**config.mk**
```make
export PLATFORM = sky130hd
export DESIGN_NAME = seq_tx_1011_flat
export DESIGN_NICKNAME = d
export VERILOG_FILES = /design/src/rtl/seq_tx_1011_pkg.sv /design/src/rtl/seq_tx_1011_if.sv /design/src/rtl/seq_tx_1011_shreg.sv /design/src/rtl/seq_tx_1011.sv /design/src/flat_wrapper.sv
export SDC_FILE = /design/constraint.sdc
export NUM_CORES = 1
export LEC_CHECK = 0
export ABC_AREA = 1
export BUFFER_PORTS_ARGS = -buffer_cell sky130_fd_sc_hd__buf_4
export CAP_MARGIN = 20
export CORE_MARGIN = 4
export CORE_UTILIZATION = 45
export CTS_BUF_LIST = sky130_fd_sc_hd__clkbuf_8
export DETAILED_ROUTE_END_ITERATION = 12
export PLACE_DENSITY_LB_ADDON = 0.25
export SLEW_MARGIN = 20
export SYNTH_ARGS = -nofsm -noshare
export SYNTH_HDL_FRONTEND = slang
export SYNTH_SLANG_ARGS = --single-unit
```
**constraint.sdc**
```tcl
create_clock -name clk_i -period 2.05 [get_ports clk_i]
set_clock_uncertainty 0.05 [all_clocks]
set_input_delay 0.1025 -clock clk_i [delete_from_list [all_inputs] [get_ports clk_i]]
set_output_delay 0.1025 -clock clk_i [all_outputs]
set_load 0.1 [all_outputs]
```
**src/rtl/seq_tx_1011_pkg.sv**
```systemverilog
`default_nettype none
// ============================================================================
//  Module  : seq_tx_1011_pkg
//  Purpose : Shared state encodings and default pattern for the 1011 serial
//            link (transmitter and detector bench).
//  Rev     : 1.0  initial release
// ============================================================================
package seq_tx_1011_pkg;

   // Transmitter FSM states; codes 4..7 are unused and fall back to IDLE.
   typedef enum logic [2:0] {
      ST_IDLE   = 3'd0,
      ST_SEND   = 3'd1,
      ST_GAP    = 3'd2,
      ST_FINISH = 3'd3
   } tx_state_e;

   localparam int         DEFAULT_PAT_W   = 4;
   localparam logic [3:0] DEFAULT_PATTERN = 4'b1011;

endpackage : seq_tx_1011_pkg
`default_nettype wire

```
**src/rtl/seq_tx_1011_if.sv**
```systemverilog
`default_nettype none
// ============================================================================
//  Module  : seq_tx_1011_if
//  Purpose : Request and serial-output bundle of the pattern transmitter.
//            master = requester / serial consumer, slave = transmitter.
//  Rev     : 1.0  initial release
// ============================================================================
interface seq_tx_1011_if #(
   parameter int CNT_W = 4,
   parameter int GAP_W = 3
);
   logic             start;
   logic [CNT_W-1:0] repeat_n;
   logic [GAP_W-1:0] gap;
   logic             s_out;
   logic             valid;
   logic             busy;
   logic             frame_end;
   logic             done;

   modport master (
      output start, repeat_n, gap,
      input  s_out, valid, busy, frame_end, done
   );

   modport slave (
      input  start, repeat_n, gap,
      output s_out, valid, busy, frame_end, done
   );
endinterface : seq_tx_1011_if
`default_nettype wire

```
**src/rtl/seq_tx_1011_shreg.sv**
```systemverilog
`default_nettype none
// ============================================================================
//  Module  : seq_tx_1011_shreg
//  Purpose : PAT_W-bit parallel-load, MSB-first shift register. The LSB is
//            filled with FILL on every shift, so once a pattern has been
//            fully shifted out the MSB rests at the idle level.
//  Rev     : 1.0  initial release
// ============================================================================
module seq_tx_1011_shreg #(
   parameter int   PAT_W = 4,
   parameter logic FILL  = 1'b0
) (
   input  wire logic             clk_i,
   input  wire logic             rst_ni,
   input  wire logic             load_i,
   input  wire logic             shift_i,
   input  wire logic [PAT_W-1:0] data_i,
   output logic                  msb_o
);

   logic [PAT_W-1:0] shreg_q;

   // Load has priority over shift; reset parks every bit at the idle level.
   always_ff @(posedge clk_i or negedge rst_ni) begin
      if (!rst_ni) begin
         shreg_q <= {PAT_W{FILL}};
      end else if (load_i) begin
         shreg_q <= data_i;
      end else if (shift_i) begin
         shreg_q <= {shreg_q[PAT_W-2:0], FILL};
      end
   end

   assign msb_o = shreg_q[PAT_W-1];

endmodule : seq_tx_1011_shreg
`default_nettype wire

```
**src/rtl/seq_tx_1011.sv**
```systemverilog
`default_nettype none
// ============================================================================
//  Module  : seq_tx_1011
//  Purpose : Serial pattern transmitter. On start, sends PATTERN MSB first,
//            REPEAT times (0 means 1), with GAP idle cycles between frames.
//            All outputs come straight from flops.
//  Rev     : 1.0  initial release
// ============================================================================
module seq_tx_1011
   import seq_tx_1011_pkg::*;
#(
   parameter int               PAT_W    = DEFAULT_PAT_W,
   parameter logic [PAT_W-1:0] PATTERN  = PAT_W'(DEFAULT_PATTERN),
   parameter int               CNT_W    = 4,
   parameter int               GAP_W    = 3,
   parameter logic             IDLE_LVL = 1'b0
) (
   input  wire logic     clk_i,
   input  wire logic     rst_ni,
   seq_tx_1011_if.slave  bus
);

   localparam int               BIT_W    = (PAT_W > 1) ? $clog2(PAT_W) : 1;
   localparam logic [BIT_W-1:0] LAST_BIT = BIT_W'(PAT_W - 1);

   tx_state_e        state_q, state_d;
   logic [BIT_W-1:0] bit_q, bit_d;
   logic [CNT_W-1:0] frames_q, frames_d;
   logic [GAP_W-1:0] gap_q, gap_d;
   logic [GAP_W-1:0] gap_len_q, gap_len_d;
   logic             valid_q, valid_d;
   logic             frame_end_q, frame_end_d;
   logic             busy_q, busy_d;
   logic             done_q, done_d;
   logic             load_w;

   // Next-state, counter updates and next-cycle (registered) output values.
   always_comb begin
      state_d   = state_q;
      bit_d     = bit_q;
      frames_d  = frames_q;
      gap_d     = gap_q;
      gap_len_d = gap_len_q;
      load_w    = 1'b0;

      case (state_q)
         ST_IDLE: begin
            if (bus.start) begin
               state_d   = ST_SEND;
               load_w    = 1'b1;
               bit_d     = '0;
               frames_d  = (bus.repeat_n == '0) ? CNT_W'(1) : bus.repeat_n;
               gap_len_d = bus.gap;
            end
         end
         ST_SEND: begin
            if (bit_q == LAST_BIT) begin
               bit_d = '0;
               if (frames_q > CNT_W'(1)) begin
                  frames_d = frames_q - CNT_W'(1);
                  if (gap_len_q != '0) begin
                     state_d = ST_GAP;
                     gap_d   = gap_len_q;
                  end else begin
                     // Back-to-back frame: reload so no bubble appears.
                     load_w  = 1'b1;
                  end
               end else begin
                  state_d  = ST_FINISH;
                  frames_d = '0;
               end
            end else begin
               bit_d = bit_q + BIT_W'(1);
            end
         end
         ST_GAP: begin
            if (gap_q <= GAP_W'(1)) begin
               state_d = ST_SEND;
               load_w  = 1'b1;
               bit_d   = '0;
               gap_d   = '0;
            end else begin
               gap_d = gap_q - GAP_W'(1);
            end
         end
         ST_FINISH: begin
            state_d = ST_IDLE;
         end
         default: begin
            state_d = ST_IDLE;
         end
      endcase

      valid_d     = (state_d == ST_SEND);
      frame_end_d = (state_d == ST_SEND) && (bit_d == LAST_BIT);
      busy_d      = (state_d != ST_IDLE);
      done_d      = (state_d == ST_FINISH);
   end

   // State, counters and output flags; reset aborts any transfer at once.
   always_ff @(posedge clk_i or negedge rst_ni) begin
      if (!rst_ni) begin
         state_q     <= ST_IDLE;
         bit_q       <= '0;
         frames_q    <= '0;
         gap_q       <= '0;
         gap_len_q   <= '0;
         valid_q     <= 1'b0;
         frame_end_q <= 1'b0;
         busy_q      <= 1'b0;
         done_q      <= 1'b0;
      end else begin
         state_q     <= state_d;
         bit_q       <= bit_d;
         frames_q    <= frames_d;
         gap_q       <= gap_d;
         gap_len_q   <= gap_len_d;
         valid_q     <= valid_d;
         frame_end_q <= frame_end_d;
         busy_q      <= busy_d;
         done_q      <= done_d;
      end
   end

   // The shift register is the serial output flop: it shifts every cycle it
   // is not loaded, so after the LSB it idles at IDLE_LVL by itself.
   seq_tx_1011_shreg #(
      .PAT_W (PAT_W),
      .FILL  (IDLE_LVL)
   ) u_shreg (
      .clk_i   (clk_i),
      .rst_ni  (rst_ni),
      .load_i  (load_w),
      .shift_i (!load_w),
      .data_i  (PATTERN),
      .msb_o   (bus.s_out)
   );

   assign bus.valid     = valid_q;
   assign bus.frame_end = frame_end_q;
   assign bus.busy      = busy_q;
   assign bus.done      = done_q;

endmodule : seq_tx_1011
`default_nettype wire

```
**src/flat_wrapper.sv**
```systemverilog
// flat-port wrapper written by rule: the top's interface ports become plain ports
module seq_tx_1011_flat import seq_tx_1011_pkg::*;
#(
   parameter int               PAT_W    = DEFAULT_PAT_W,
   parameter logic [PAT_W-1:0] PATTERN  = PAT_W'(DEFAULT_PATTERN),
   parameter int               CNT_W    = 4,
   parameter int               GAP_W    = 3,
   parameter logic             IDLE_LVL = 1'b0
)
  (clk_i, rst_ni, bus_start, bus_repeat_n, bus_gap, bus_s_out, bus_valid, bus_busy, bus_frame_end, bus_done);
  seq_tx_1011_if #(.CNT_W(CNT_W), .GAP_W(GAP_W)) bus_i ();
  input  wire logic clk_i;
  input  wire logic rst_ni;
  input wire logic [$bits(bus_i.start)-1:0] bus_start;
  input wire logic [$bits(bus_i.repeat_n)-1:0] bus_repeat_n;
  input wire logic [$bits(bus_i.gap)-1:0] bus_gap;
  output wire logic [$bits(bus_i.s_out)-1:0] bus_s_out;
  output wire logic [$bits(bus_i.valid)-1:0] bus_valid;
  output wire logic [$bits(bus_i.busy)-1:0] bus_busy;
  output wire logic [$bits(bus_i.frame_end)-1:0] bus_frame_end;
  output wire logic [$bits(bus_i.done)-1:0] bus_done;
  assign bus_i.start = bus_start;
  assign bus_i.repeat_n = bus_repeat_n;
  assign bus_i.gap = bus_gap;
  assign bus_s_out = bus_i.s_out;
  assign bus_valid = bus_i.valid;
  assign bus_busy = bus_i.busy;
  assign bus_frame_end = bus_i.frame_end;
  assign bus_done = bus_i.done;
  seq_tx_1011 #(.PAT_W(PAT_W), .PATTERN(PATTERN), .CNT_W(CNT_W), .GAP_W(GAP_W), .IDLE_LVL(IDLE_LVL)) u_core (.clk_i(clk_i), .rst_ni(rst_ni), .bus(bus_i));
endmodule
```
# Word level (Yosys, flattened, before mapping)
# Cells that the tools add are included.
# word_totals
out_inout_bits	5
wordCells	62
in_bits	10
ff_bits	23
# classes
n_mux	27
reduce_logical	10
add_sub_neg	3
n_eq_ne	10
magnitude_cmp	2
# ops
operator	n
$mux 3	9
$mux 4	5
$pmux 3 s3	1
$pmux 4 s2	1
$eq 3x1->1 const B	2
$eq 3x2->1 const B	2
$mux 2	3
$ne 2x1->1 const B	3
$pmux 2 s3	1
$pmux 3 s2	1
$reduce_bool 3->1	2
$mux 1	5
$eq 2x2->1 const B	2
$gt 4x1->1 const B	1
$logic_not 4->1	1
$reduce_and 4->1	1
$reduce_bool 2->1	2
$sub 4x1->4 const B	1
$le 3x1->1 const B	1
$logic_not 3->1	1
$pmux 1 s3	1
$reduce_and 3->1	1
$sub 3x1->3 const B	1
$add 2x1->2 const B	1
other kinds (3)	3

# Depth between registers and ports, before layout
# Gate-level depths: netlist of run 1.
# logic_depth
ltp_word	7
mapped_depth	9
ltp_nobuf	9

# Modules after synthesis
# Synthesis of run 1 repeated with hierarchy kept, for this count alone.
# unflattened
cells_unflattened	152
hier_area_um2	1211.2
# by_module_without_submodules
mod	n_inst	area_per_inst_um2	cells_per_inst	seq_area_each_um2
seq_tx_1011	1	1037.2	131	475.5
seq_tx_1011_shreg	1	173.9	21	100.1

# Worst setup path after synthesis of run 1
# No wires, ideal clock.
# synth_timing
kind	reg-to-reg
from	register u_core.frames_q[0]
to	register u_core.frame_end_q (netlist: u_core.bus.frame_end)
period_less_slack_ns	1.507
setup_ns	0.071
arrival_ns	1.385
stages_incl_launch_ff	10
path_buffers	0
path_slack_ns	0.543
required_time_ns	1.929
path_cell_list	dfrtp_1 > inv_1 > ha_1 > o21ai_0 > nand2_1 > nand3_1 > nand2_1 > inv_1 > nand2_1 > nor2_1
# synth_via
elab_chain_cells	6
# synth_rtl
element	line	source
start, declared	seq_tx_1011.sv:28	logic [CNT_W-1:0] frames_q, frames_d;
start signal, assigned	seq_tx_1011.sv:115	frames_q <= frames_d;
$gt 4x1->1	seq_tx_1011.sv:59	if (frames_q > CNT_W'(1)) begin
$mux 3	seq_tx_1011.sv:59	
$mux 3	seq_tx_1011.sv:57	if (bit_q == LAST_BIT) begin
$pmux 3 s3	seq_tx_1011.sv:46	case (state_q)
via u_core.state_d[1]	seq_tx_1011.sv:26	tx_state_e state_q, state_d;
$eq 3x1->1	seq_tx_1011.sv:95	frame_end_d = (state_d == ST_SEND) && (bit_d == LAST_BIT);
$logic_and 1x1->1	seq_tx_1011.sv:95	
via u_core.frame_end_d	seq_tx_1011.sv:32	logic frame_end_q, frame_end_d;
end signal, assigned	seq_tx_1011.sv:119	frame_end_q <= frame_end_d;
end, declared	seq_tx_1011.sv:32	
# The timed path passes the listed nets, and every way through them passes these cells.
# A chain may end at the register's enable or synchronous reset.

# Worst setup path in the final report of run 1
# layout_timing
from	register u_core.frames_q[0]
to	register u_core.gap_q[0]
# layout_via
elab_chain_cells	3
# layout_rtl
element	line	source
$gt 4x1->1	seq_tx_1011.sv:59	
$ne 2x1->1 (no source line)	n/a	
$reduce_and 4->1 (no source line)	n/a	
end signal, assigned	seq_tx_1011.sv:116	gap_q <= gap_d;
end, declared	seq_tx_1011.sv:29	logic [GAP_W-1:0] gap_q, gap_d;
# No other way between the ends.

==> results by group, run 1 <==
Setup path
  – Critical path arrival: 1.87 ns
  – RR Endpoint: u_core.gap_q[0]$_DFFE_PN0P_
  – Crit. Startpoint: u_core.frames_q[0]$_DFFE_PN0P_
  – Worst path required time: 2.18 ns
  – R2r startpoint: u_core.frames_q[0]$_DFFE_PN0P_
  – Worst setup endpoint: u_core.gap_q[0]$_DFFE_PN0P_
  – Critical path endpoint category: flop
  – Critical path peak fanout: 6
  – Setup CP Type: reg -> reg
  – Element type at the critical path start: flop
  – R2r setup slk: 0.31 ns
  – R2R cell count: 7

CTS
  – Clock Path Buffers: 2
  – CTS tree: done
  – CTS Hold Bufs: 3
  – Num CTS Buffers: 3
  – Worst-skew pair later-pin latency: 0.26 ns
  – H-tree depth: 1
  – # clock sinks: 23
  – Setup bufs post-CTS: 0
  – Clk root buf: clkbuf_8
  – CTS resizes: 0
  – Worst-path clk slew: 0.08 ns

Die
  – I/O pins: 15
  – Total die area: 3420 um^2
  – Row Count: 18
  – Initial core utilization: 46.7%
  – Chip width: 58.5 um
  – Die H: 58.5 um
  – Core region area: 2450 um^2

Logic synthesis
  – Post-Syn Area: 1150 um^2
  – Ys Warns: 0
  – Syn avg cell area: 8.68 um^2
  – Area contributors post-synth: dfrtp_1 (50%), nand2_1 (11%), inv_1 (5.9%)
  – Seq/Total Area, Yosys: 50.2%
  – Post-Syn Nets: 147
  – Synth Area in Adders: 5.46%
  – Post-synthesis mux area share: 0%
  – Largest family of logic cells by synthesized area: simple AND/OR/NAND/NOR gates
  – Synth Register Bits: 23
  – Yosys cell types: 24
  – Compound-Gate Fraction of Synth Area: 11.6%
  – Post-synth top area share: 50.2%
  – Synth Area in XOR/XNOR: 1.53%
  – Leading area contributor after synthesis: dfrtp_1
  – Cells after Synth: 132
  – Simple-Gate Fraction of Synth Area: 24.7%

Final layout
  – Most frequent cells in the layout: nand2_1 (34), dfrtp_1 (23), inv_1 (19)
  – Final-stage net count: 169
  – Commonest non-fill, non-tap cell in the layout: nand2_1
  – Share of cells above drive strength 1: 19.6%
  – Multi-input logic area: 499 um^2
  – # fillers: 217
  – FF+latch area: 576 um^2
  – Post-layout instance area: 1360 um^2
  – Layout Utilization: 55.6%
  – Layout area overhead: 19.0%
  – Antenna diodes: 0

Global routing
  – Met3 Use GR: 2.63%
  – First-pass GRT wire length: 3.86 mm
  – Met1 Usage GRT: 18.7%
  – Met2 Use GR: 25.0%
  – Largest net degree at the start of global routing: 24
  – GRT busiest layer: met2
  – Vias in the first global route: 912
  – Total GRT Usage: 14.1%
  – Grt ovf: 0
  – Antenna violations before repair: 0

Drt
  – Final ANT Viol Nets: 0
  – Final wirelength: 2.11 mm
  – 1st-iter DRT viols: 21
  – DRC: 0
  – Detailed-router iteration count before antenna repair: 4
  – Via count: 906
  – Routed WL per cell: 11.5 um
  – Drt via density: 4.95

Placed design
  – Port Buffer Count: 14
  – DP Wirelength: 1.69 mm
  – Routability cong.: 0.831
  – Placement Cell Area: 1290 um^2

Power
  – Switching part of the total: 35.8%
  – Switching power: 0.462 mW
  – Combinational share of power: 33.3%
  – Internal: 0.831 mW
  – Tot Pwr: 1.29 mW
  – Power share of the clock group: 20.6%
  – Lkg Pwr: 0.695 nW
  – Power density over cell area: 948 nW/um^2
  – Worst VDD drop: 0.000597 V
  – Reg power frac: 46.1%

Timing
  – Endpoints failing setup: 0
  – Pins Over Slew Limit: 0
  – Fin Setup TNS: 0 ns
  – RSZ-0062 raised after global routing: no
  – Hold Vio Cnt, Final: 0
  – Final min period: 1.74 ns
  – Max Fclk: 575 MHz
  – Fin crit share: 84.9%

Run status
  – Outcome: finished clean

Run
  – Max_cap viols: 0

Worst hold path
  – Worst hold path type: in -> reg
[worst min path at each step]
stage	start	to	slack, ns	cells after the start
final	bus_gap[2]	u_core.gap_len_q[2]$_DFFE_PN0P_	0.01	3
after global routing	bus_gap[2]	u_core.gap_len_q[2]$_DFFE_PN0P_	0.03	3
after CTS	bus_gap[2]	u_core.gap_len_q[2]$_DFFE_PN0P_	0.01	3
after detailed placement	rst_ni	u_core.gap_len_q[1]$_DFFE_PN0P_	-0.04	1
after global placement	rst_ni	u_core.gap_len_q[2]$_DFFE_PN0P_	-0.04	1
after floorplan	rst_ni	u_core.bit_q[0]$_DFF_PN0_	-0.24	0
[kinds of logic after synthesis]
group	count (synthesis)
and+or+nand+nor	60
DFF	23
AOI/OAI and AO/OA	22
buffers and inverters	19
adders and majority gates	5
xor gates and xnor gates	2
other	1
[routing by layer]
layer / wire, um / part of all wire (%) / vias to the layer above
met5: 0 / 0 / -
met2: 1060 / 50 / 17
met4: 0 / 0 / 0
met3: 79 / 3.7 / 0
li1: - / - / 459
met1: 967 / 46 / 430
[state kept, by name, summed over array words and instances, names as in the netlist]
signal,count
u_core.frames_q,4
u_core.u_shreg.shreg_q,4
u_core.gap_len_q,3
u_core.gap_q,3
u_core.state_q,3
u_core.bit_q,2
u_core.bus.busy,1
u_core.bus.done,1
u_core.bus.frame_end,1
u_core.bus.valid,1
[layout make-up]
class | instances | share of cell area [%]
Clock buffer | 3 | 3.03
Clock inverter | 1 | 0.275
Inverter | 19 | 5.23
Multi-Input combinational cell | 90 | 36.6
Sequential cell | 23 | 42.2
Tap cell | 30 | 2.75
Timing Repair Buffer | 17 | 9.91
[worst max-delay path, stage by stage (launching register included)]
cell	delay, ns
dfrtp_1	0.37
inv_1	0.08
ha_1	0.22
o21ai_0	0.40
nand2_2	0.16
o22ai_2	0.21
nand2_1	0.09
o21ai_0	0.08
[power groups by stage]
stage	clock (mW)	combinational [mW]	sequential, mW
finish	0.266	0.430	0.596
global route	0.298	0.491	0.606
CTS	0.276	0.434	0.596
detailed placement	0	0.429	0.605
global placement	0	0.410	0.602
floorplan	0	0.268	0.654
[Yosys cell counts]
cell type   n
o21ai_2     1
xnor2_1     2
or2_1       2
a31oi_1     1
nand3_2     2
inv_2       1
nand3_1     6
nand2_1    34
nor2_1      9
nor2_4      1
nor2_2      1
a21oi_1     1
conb_1      1
inv_1      18
nand2_2     3
o22ai_1     3
nor3_4      1
dfrtp_1    23
o21bai_1    1
o21ai_0    13
ha_1        5
a21oi_2     1
or2_2       1
o22ai_2     1
[through the flow]
stage               hold WS (ns)  std cells  setup WS, ns
floorplan                 -0.243        132         0.543
global placement         -0.0384        176         0.410
detailed placement       -0.0357        176         0.314
CTS                      0.00978        183         0.309
global route              0.0286        183        0.0952
finish                    0.0118        183         0.310
Power figures use the tool's default switching activity.
==> run 2: changes to the inputs <==
==> constraint.sdc (replaced) <==
create_clock -name clk_i -period 1.5 [get_ports clk_i]
set_clock_uncertainty 0.05 [all_clocks]
set_input_delay 0.075 -clock clk_i [delete_from_list [all_inputs] [get_ports clk_i]]
set_output_delay 0.075 -clock clk_i [all_outputs]
set_load 0.1 [all_outputs]
==> results by group, run 2 (same netlist as run 1, synthesis figures left out) <==
Power
  – Power share of the clock group: 20.4% (was 20.6%)
  – Reg power frac: 43.1% (was 46.1%)
  – Switching power: 0.707 mW (was 0.462 mW)
  – Combinational share of power: 36.5% (was 33.3%)
  – Internal: 1.20 mW (was 0.831 mW)
  – Tot Pwr: 1.90 mW (was 1.29 mW)
  – Worst VDD drop: 0.000897 V (was 0.000597 V)
  – Power density over cell area: 1300 nW/um^2 (was 948 nW/um^2)
  – Switching part of the total: 37.1% (was 35.8%)
  – Lkg Pwr: 0.723 nW (was 0.695 nW)

Drt
  – Final wirelength: 2.35 mm (was 2.11 mm)
  – Drt via density: 4.91 (was 4.95)
  – Final ANT Viol Nets: 0 (unchanged)
  – 1st-iter DRT viols: 21 (unchanged)
  – Via count: 932 (was 906)
  – Detailed-router iteration count before antenna repair: 4 (unchanged)
  – Routed WL per cell: 12.4 um (was 11.5 um)
  – DRC: 0 (unchanged)

Timing
  – Fin crit share: 98.5% (was 84.9%)
  – Pins Over Slew Limit: 0 (unchanged)
  – RSZ-0062 raised after global routing: yes (was no)
  – Hold Vio Cnt, Final: 0 (unchanged)
  – Max Fclk: 677 MHz (was 575 MHz)
  – Final min period: 1.48 ns (was 1.74 ns)
  – Worst Hold Margin: 0.0290 ns (was 0.0118 ns)
  – Endpoints failing setup: 0 (unchanged)

Run
  – Max_cap viols: 0 (unchanged)

CTS
  – Clock Path Buffers: 2 (unchanged)
  – Clk root buf: clkbuf_8 (unchanged)
  – H-tree depth: 1 (unchanged)
  – Worst-path clk slew: 0.09 ns (was 0.08 ns)
  – # clock sinks: 23 (unchanged)
  – CTS tree: done (unchanged)
  – Num CTS Buffers: 3 (unchanged)
  – Worst-skew pair later-pin latency: 0.27 ns (was 0.26 ns)

Die
  – Row Count: 18 (unchanged)
  – Die H: 58.5 um (unchanged)
  – Initial core utilization: 46.7% (unchanged)
  – Total die area: 3420 um^2 (unchanged)
  – Chip width: 58.5 um (unchanged)
  – Core region area: 2450 um^2 (unchanged)
  – I/O pins: 15 (unchanged)

Setup path
  – Critical path peak fanout: 6 (unchanged)
  – R2r setup slk: 0.02 ns (was 0.31 ns)
  – Element type at the critical path start: flop (unchanged)
  – Critical path arrival: 1.59 ns (was 1.87 ns)
  – Critical path endpoint category: flop (unchanged)
  – CP max stage delay: 0.50 ns (was 0.40 ns)
  – Critical path's slowest cell: dfrtp_2 (was o21ai_0)
  – Setup CP Type: reg -> reg (unchanged)
  – CP cell instances: nor3_4, buf_4, nand3_1, nand2_1, inv_1, nand2_1, inv_1 (was inv_1, ha_1, o21ai_0, nand2_2, o22ai_2, nand2_1, o21ai_0)
  – Worst path required time: 1.62 ns (was 2.18 ns)

Placed design
  – Cells after DPL: 178 (was 176)
  – Port Buffer Count: 14 (unchanged)
  – DP Wirelength: 1.70 mm (was 1.69 mm)
  – Routability cong.: 0.834 (was 0.831)

Worst hold path
  – Worst hold path type: in -> reg (unchanged)

Global routing
  – First-pass GRT wire length: 4.09 mm (was 3.86 mm)
  – Antenna violations before repair: 0 (unchanged)
  – Total GRT Usage: 15.4% (was 14.1%)
  – Grt ovf: 0 (unchanged)
  – Largest net degree at the start of global routing: 24 (unchanged)
  – Vias in the first global route: 978 (was 912)

Final layout
  – Commonest non-fill, non-tap cell in the layout: nand2_1 (unchanged)
  – Layout area overhead: 27.4% (was 19.0%)
  – FF+latch area: 577 um^2 (was 576 um^2)
  – Layout Cells excl Fill: 190 (was 183)
  – Antenna diodes: 0 (unchanged)
  – Most frequent cells in the layout: nand2_1 (32), dfrtp_1 (22), buf_4 (20) (was nand2_1 (34), dfrtp_1 (23), inv_1 (19))
  – Multi-input logic area: 538 um^2 (was 499 um^2)
  – Share of cells above drive strength 1: 28.7% (was 19.6%)
  – Final-stage net count: 176 (was 169)
  – # fillers: 218 (was 217)
  – Top Registers: u_core.frames_q x4, u_core.u_shreg.shreg_q x4 (unchanged)

Run status
  – Outcome: finished clean (unchanged)
## run 2: cell count changes in the layout (fill, tap and decap cells not counted), moves of 2 or more
cell / delta
inv_1: -3
inv_2: +2
buf_4: +6
o21ai_1: +2
nand2_1: -2
ha_2: +3
ha_1: -3
nand2_2: +2
o21ai_0: -3
## run 2: cell type report
cell class	instances	share of cell area [%]
inverter	19	4.88
multi-input combinational	90	36.8
tap	30	2.57
sequential	23	39.5
timing repair buffer	24	13.0
clock buffer	3	2.83
clock inverter	1	0.343
## run 2: final timing paths
check	start	end	cells past startpoint
hold / removal	bus_repeat_n[3]	u_core.frames_q[3]$_DFFE_PN0P_	3
setup / recovery	u_core.state_q[2]$_DFF_PN0_	u_core.bus.valid$_DFF_PN0_	7
max in group asynchronous	rst_ni	u_core.state_q[2]$_DFF_PN0_	2
hold reg to reg	u_core.u_shreg.shreg_q[0]$_DFF_PN0_	u_core.u_shreg.shreg_q[1]$_DFF_PN0_	1
setup reg to reg	u_core.state_q[2]$_DFF_PN0_	u_core.bus.valid$_DFF_PN0_	7
min in group asynchronous	rst_ni	u_core.bus.frame_end$_DFF_PN0_	2
## run 2: repair_timing
| action | CTS | global route |
|---|---|---|
| hold buffers | 4 | 0 |
| pin swaps | 3 | 6 |
| resized for setup | 3 | 11 |
| endpoints found under the hold margin | 26 | 0 |
| endpoints found under the setup margin | 12 | 12 |
| buffers inserted | 1 | 3 |
## run 2: per-stage QoR
step / setup WS, ns / instance area [um^2] / utilization, % / setup TNS (ns)
finish: 0.0228 / 1460 / 59.5 / 0
global route: -0.0366 / 1460 / 59.5 / -0.184
CTS: 0.00511 / 1410 / 57.5 / 0
detailed placement: -0.0775 / 1300 / 53.1 / -0.448
global placement: 0.00296 / 1300 / 53.1 / 0
floorplan: 0.102 / 1150 / - / 0
## run 2: per-layer routing
| metal | wire length [um] | global-route usage, % | vias up |
|---|---|---|---|
| met5 | 0 | 0 | - |
| met4 | 30 | 4.97 | 0 |
| met3 | 110 | 2.63 | 4 |
| met2 | 1210 | 28.5 | 23 |
| met1 | 1000 | 17.9 | 432 |
| li1 | - | - | 473 |
## run 2: worst max-delay path, delay by kind of cell, from the launching register on
| kind | cells | cell delay [ns] |
|---|---|---|
| AND/OR/NAND/NOR | 4 | 0.56 |
| flip-flops | 1 | 0.50 |
| buffers and inverters | 3 | 0.28 |
## run 2: power groups by stage
| stage | sequential, mW | combinational [mW] | clock [mW] |
|---|---|---|---|
| finish | 0.821 | 0.694 | 0.388 |
| global route | 0.835 | 0.782 | 0.418 |
| CTS | 0.817 | 0.648 | 0.387 |
| detailed placement | 0.828 | 0.602 | 0 |
| global placement | 0.822 | 0.581 | 0 |
| floorplan | 0.894 | 0.369 | 0 |
